**src/rtl/if_id_skid_reg.sv**
```systemverilog
// IF/ID pipeline register with a one-entry skid buffer, flush and
// saturating stall/flush performance counters.
module if_id_skid_reg #(
    parameter logic [31:0] NOP_INSTR   = 32'h0000_0013,
    parameter int          COUNT_WIDTH = 16
) (
    input  logic                   clk,
    input  logic                   reset,
    input  logic [63:0]            inflow,
    input  logic                   in_valid,
    output logic                   in_ready,
    output logic [63:0]            outflow,
    output logic                   out_valid,
    input  logic                   out_ready,
    input  logic                   flush,
    output logic [COUNT_WIDTH-1:0] stall_count,
    output logic [COUNT_WIDTH-1:0] flush_count
);

    localparam logic [1:0] EMPTY = 2'd0;
    localparam logic [1:0] FULL  = 2'd1;
    localparam logic [1:0] SKID  = 2'd2;

    logic [1:0]  state;
    logic [31:0] main_pc;
    logic [31:0] main_instr;
    logic [31:0] skid_pc;
    logic [31:0] skid_instr;
    logic        accept;
    logic        drain;

    // Handshake outputs come from registered state only
    assign in_ready  = (state != SKID);
    assign out_valid = (state != EMPTY);
    assign outflow   = {main_pc, out_valid ? main_instr : NOP_INSTR};

    assign accept = in_valid & in_ready;
    assign drain  = out_valid & out_ready;

    always_ff @(posedge clk or negedge reset) begin
        if (!reset) begin
            state <= EMPTY;
        end else if (flush) begin
            state <= EMPTY;
        end else begin
            unique case (state)
                EMPTY: if (accept) state <= FULL;
                FULL: begin
                    if (accept && !drain)
                        state <= SKID;
                    else if (!accept && drain)
                        state <= EMPTY;
                end
                SKID: if (drain) state <= FULL;
                default: state <= EMPTY;
            endcase
        end
    end

    always_ff @(posedge clk or negedge reset) begin
        if (!reset) begin
            main_pc    <= 32'h0;
            main_instr <= NOP_INSTR;
            skid_pc    <= 32'h0;
            skid_instr <= NOP_INSTR;
        end else if (!flush) begin
            unique case (state)
                EMPTY: begin
                    if (accept) {main_pc, main_instr} <= inflow;
                end
                FULL: begin
                    if (accept && drain)
                        {main_pc, main_instr} <= inflow;
                    else if (accept)
                        {skid_pc, skid_instr} <= inflow;
                end
                SKID: begin
                    if (drain) begin
                        main_pc    <= skid_pc;
                        main_instr <= skid_instr;
                    end
                end
                default: ;
            endcase
        end
    end

    always_ff @(posedge clk or negedge reset) begin
        if (!reset) begin
            stall_count <= '0;
            flush_count <= '0;
        end else begin
            if (out_valid && !out_ready && stall_count != '1)
                stall_count <= stall_count + COUNT_WIDTH'(1);
            if (flush && out_valid && flush_count != '1)
                flush_count <= flush_count + COUNT_WIDTH'(1);
        end
    end

endmodule

```
**config.mk**
```make
export PLATFORM = sky130hd
export DESIGN_NAME = if_id_skid_reg
export DESIGN_NICKNAME = d
export VERILOG_FILES = /design/src/rtl/if_id_skid_reg.sv
export SDC_FILE = /design/constraint.sdc
export NUM_CORES = 1
export LEC_CHECK = 0
export BUFFER_PORTS_ARGS = -buffer_cell sky130_fd_sc_hd__buf_4
export CAP_MARGIN = 20
export CORE_MARGIN = 2
export CORE_UTILIZATION = 49
export DETAILED_ROUTE_END_ITERATION = 10
export PLACE_DENSITY = 0.76
export SLEW_MARGIN = 20
export SYNTH_ARGS = -nofsm -noshare
export SYNTH_HDL_FRONTEND = slang
export SYNTH_SLANG_ARGS = --single-unit
```
**constraint.sdc**
```tcl
create_clock -name clk -period 1.7 [get_ports clk]
set_input_delay 0.255 -clock clk [delete_from_list [all_inputs] [get_ports clk]]
set_output_delay 0.255 -clock clk [all_outputs]
set_load 0.03 [all_outputs]
```
==> out/results.txt <==
clk_skew: 0.00838 ns
Routed met1 length: 8180 µm
Final Non-Filler Cells: 964
WL per Instance: 20.6 µm
cells taking the most area after synthesis: sky130_fd_sc_hd__dfrtp_1 53%, sky130_fd_sc_hd__mux2_2 29%, sky130_fd_sc_hd__xor2_1 2.9%, sky130_fd_sc_hd__and2_1 2.6%, sky130_fd_sc_hd__dfstp_2 2.1%
unrepaired setup endpoints after global routing: true
kind of critical path: reg -> out
total clock sinks: 162
residual antenna-violating net count after detailed routing: 0
number of hold violations in the final report: 0
placed insts: 900
number of flops mapped to enable cells by yosys: 0
post-CTS clock slew at the launch and capture registers of the worst setup and hold paths: 0.06 ns
final worst path period share: 112%
count of vias placed by the detailed router: 5,290
simple-gate area share of the yosys netlist: 9.41%
Crit path buffers/inverters: 2
GRT overflow: 0
main combinational cell family by area after synthesis: multiplexers
sort of element at the end of the critical path: output port
data arrival at the endpoint of the critical path: 1.64 ns
Initial Util: 49.4%
residual DRC count: 0
DRC marker count from the first detailed-route iteration: 265
Post-Synthesis Mean Instance Area: 13.9 µm²
power per cell area: 1160 nW/µm²
TritonCTS clock tree: done
NumNets Final: 834
vias per cell: 5.49
post-route cell area: 11,200 µm²
metal3 WL: 1050 µm
share of cells above drive strength 1: 66.9%
H-tree lvl count: 4
Filler Cell Count: 921
gate count after technology mapping: 535
most common flop cell mapped by yosys: sky130_fd_sc_hd__dfrtp_1
Max Fanout on Critical Path: 17
Worst setup SP type: register
Slowest Stage Delay on Critical Path: 0.41 ns
compound-cell area share of the yosys netlist: 0.808%
count of max-cap constraint violations: 0
post-layout power: 12.9 mW
Worst-Skew Late Latency: 0.42 ns
die height: 127 µm
number of optimization iterations in the first detailed-route pass: 4
wire length of the first global-routing pass: 28,800 µm
CP top delay family: simple AND/OR/NAND/NOR gates
netlist area before placement: 7430 µm²
async set or reset register ratio after synthesis: 100%
Post-Synth XOR/XNOR Area: 3.54%
violated checks: negative setup slack
floorplan die area: 16,200 µm²
dominant cell type by area after synthesis: sky130_fd_sc_hd__dfrtp_1
length of routed met2 wiring: 10,400 µm
Max Buffers Root-to-Sink: 2
Max-Slew Margin vs Limit: 73.7%
largest net degree at the start of global routing: 51
Num CTS Buffers: 17
pin slew with the least headroom to its limit: 0.394 ns
core region area: 15,000 µm²
placer congestion estimate: 0.805
cell chain of the critical path: or2_4 > buf_12 > and2_1 > buf_6
outcome: complete, but fails checks
sequential fraction of the synthesis area: 54.6%
antenna diode count: 0
x dimension of the die: 127 µm
Final min period: 1.90 ns
placed wire-length estimate: 11,100 µm
count of state elements after synthesis: 162
net count after synthesis: 606
leakage dissipation: 5.43 nW
share of cell area taken by muxes after synthesis: 29.5%
number of warning messages in the yosys log: 0
number of placement rows: 45
top routing layer used: met4
routed wire length: 19,800 µm
post-route setup slack: -0.198 ns
type of the most critical hold path: in -> reg
worst endpoint required time: 1.44 ns
vias in the first global route: 5,521
Overall Global Routing Usage: 23.0%
number of antenna violations at the first check in global routing: 0
post-place instance area: 9260 µm²
total negative slack: -7.62 ns
# port buffers: 166
clock root cell: sky130_fd_sc_hd__clkbuf_16
share of Yosys cell area claimed by the top area cell type: 52.5%
number of distinct library cells after synthesis: 38
leading cell type by number of instances after synthesis: sky130_fd_sc_hd__mux2_2
peak ir drop on the vdd network: 0.000764 V
maximum frequency from static timing analysis: 527 MHz
cell types with the highest counts after synthesis: 190 x sky130_fd_sc_hd__mux2_2, 156 x sky130_fd_sc_hd__dfrtp_1, 31 x sky130_fd_sc_hd__and2_1
Slowest-stage cell, CP: sky130_fd_sc_hd__dfrtp_2
num ports: 167
Syn-to-layout area delta: 50.4%
synthesized-area fraction occupied by adder cells: 0.337%
number of max-slew violations in the final report: 0
final setup vio count: 94
[timing repair]
action | 4_1_cts | 5_1_grt
setup endpoints to repair | 101 | 132
endpoints found under the hold margin | 31 | 0
setup buffers | 15 | 4
pin swaps | 5 | 10
cloned | 11 | 4
resized for setup | 79 | 144
hold buffers | 1 | 0
[cells in the final DEF, fill, tap and decap left out, types with 3 or more instances in the layout]
cell type / synthesis / routed
sky130_fd_sc_hd__buf_4: 0 / 159
sky130_fd_sc_hd__dfrtp_1: 156 / 146
sky130_fd_sc_hd__mux2_4: 0 / 106
sky130_fd_sc_hd__mux2_2: 190 / 87
sky130_fd_sc_hd__buf_6: 0 / 44
sky130_fd_sc_hd__xor2_1: 25 / 25
sky130_fd_sc_hd__clkbuf_16: 0 / 20
sky130_fd_sc_hd__and2_4: 0 / 18
sky130_fd_sc_hd__buf_12: 0 / 15
sky130_fd_sc_hd__and2_1: 31 / 13
sky130_fd_sc_hd__nand4_1: 13 / 13
sky130_fd_sc_hd__buf_16: 0 / 12
sky130_fd_sc_hd__nand2_1: 11 / 11
sky130_fd_sc_hd__dfrtp_2: 0 / 10
sky130_fd_sc_hd__clkbuf_1: 5 / 7
sky130_fd_sc_hd__nor2_1: 14 / 6
sky130_fd_sc_hd__nor3_1: 9 / 6
sky130_fd_sc_hd__dfstp_2: 6 / 6
sky130_fd_sc_hd__nor2_4: 0 / 5
sky130_fd_sc_hd__and3_1: 5 / 5
sky130_fd_sc_hd__xnor2_1: 5 / 5
sky130_fd_sc_hd__nor4_1: 6 / 4
sky130_fd_sc_hd__nand3_1: 5 / 4
sky130_fd_sc_hd__nor2_2: 0 / 3
sky130_fd_sc_hd__clkbuf_8: 0 / 3
[worst paths after layout]
kind	slack (ns)	depth (start not counted)	endpoint	from
min in group asynchronous	0.31	2	skid_instr[13]	reset
setup reg to reg	-0.10	8	main_pc[11]	state[1]
setup / recovery	-0.20	4	outflow[31]	state[1]
hold reg to reg	0.50	1	skid_pc[9]	skid_pc[9]
hold / removal	0.02	2	state[1]	flush
max in group asynchronous	0.77	3	skid_instr[1]	reset
[registers in the layout, summed over array words and instances, names as in the netlist]
signal,cells
main_pc,32
stall_count,16
skid_pc,32
flush_count,16
skid_instr,32
state,2
main_instr,32
[area by class of cell]
cell class | count | area (µm²) | share of cell area, %
clock buffers | 27 | 493 | 4.41
repair buffers | 235 | 2420 | 21.6
inverters | 2 | 10.0 | 0.0895
clock inverters | 5 | 78.8 | 0.705
multi-input cells | 345 | 3870 | 34.6
well taps | 188 | 235 | 2.10
flip-flops and latches | 162 | 4070 | 36.4
[stage by stage]
stage	hold slack, ns	worst slack [ns]	utilization, %
after detailed placement	0.189	-0.0707	61.6
after floorplan	-0.0406	-0.134	-
after global routing	0.0151	-0.214	74.4
after global placement	0.181	0.0385	61.6
final	0.0230	-0.198	74.4
after CTS	0.00708	-0.183	70.4
[worst reg2reg max path, cell delays in order (launching register included)]
cell	delay, ns
sky130_fd_sc_hd__dfrtp_2	0.37
sky130_fd_sc_hd__buf_6	0.12
sky130_fd_sc_hd__mux2i_4	0.24
sky130_fd_sc_hd__nor2_4	0.06
sky130_fd_sc_hd__o21bai_4	0.18
sky130_fd_sc_hd__buf_6	0.17
sky130_fd_sc_hd__buf_12	0.13
sky130_fd_sc_hd__buf_16	0.13
sky130_fd_sc_hd__mux2_4	0.30
[layer usage]
metal  global-route usage (%)  vias up
met5                        0        -
met3                     7.24       21
met4                     5.95        0
met1                     27.6     2739
met2                     40.4      159
li1                         -     2371
[report_power, final]
part | leakage (nW) | switching, mW | internal (mW) | total, mW
clock network | 0.280 | 1.51 | 2.28 | 3.79
logic | 3.17 | 1.76 | 2.03 | 3.79
registers | 1.97 | 0.580 | 4.76 | 5.34
[cells by family (layout without fill, tap and decap cells)]
kind of cell               after synthesis  after routing
muxes                                  195            195
DFF                                    162            162
AOI/OAI and AO/OA                        6              6
adders and majority gates                2              2
xor gates and xnor gates                30             30
buffers and inverters                   28            269
and+or+nand+nor                        112            112
No activity file was read; power rests on OpenSTA's default activity.
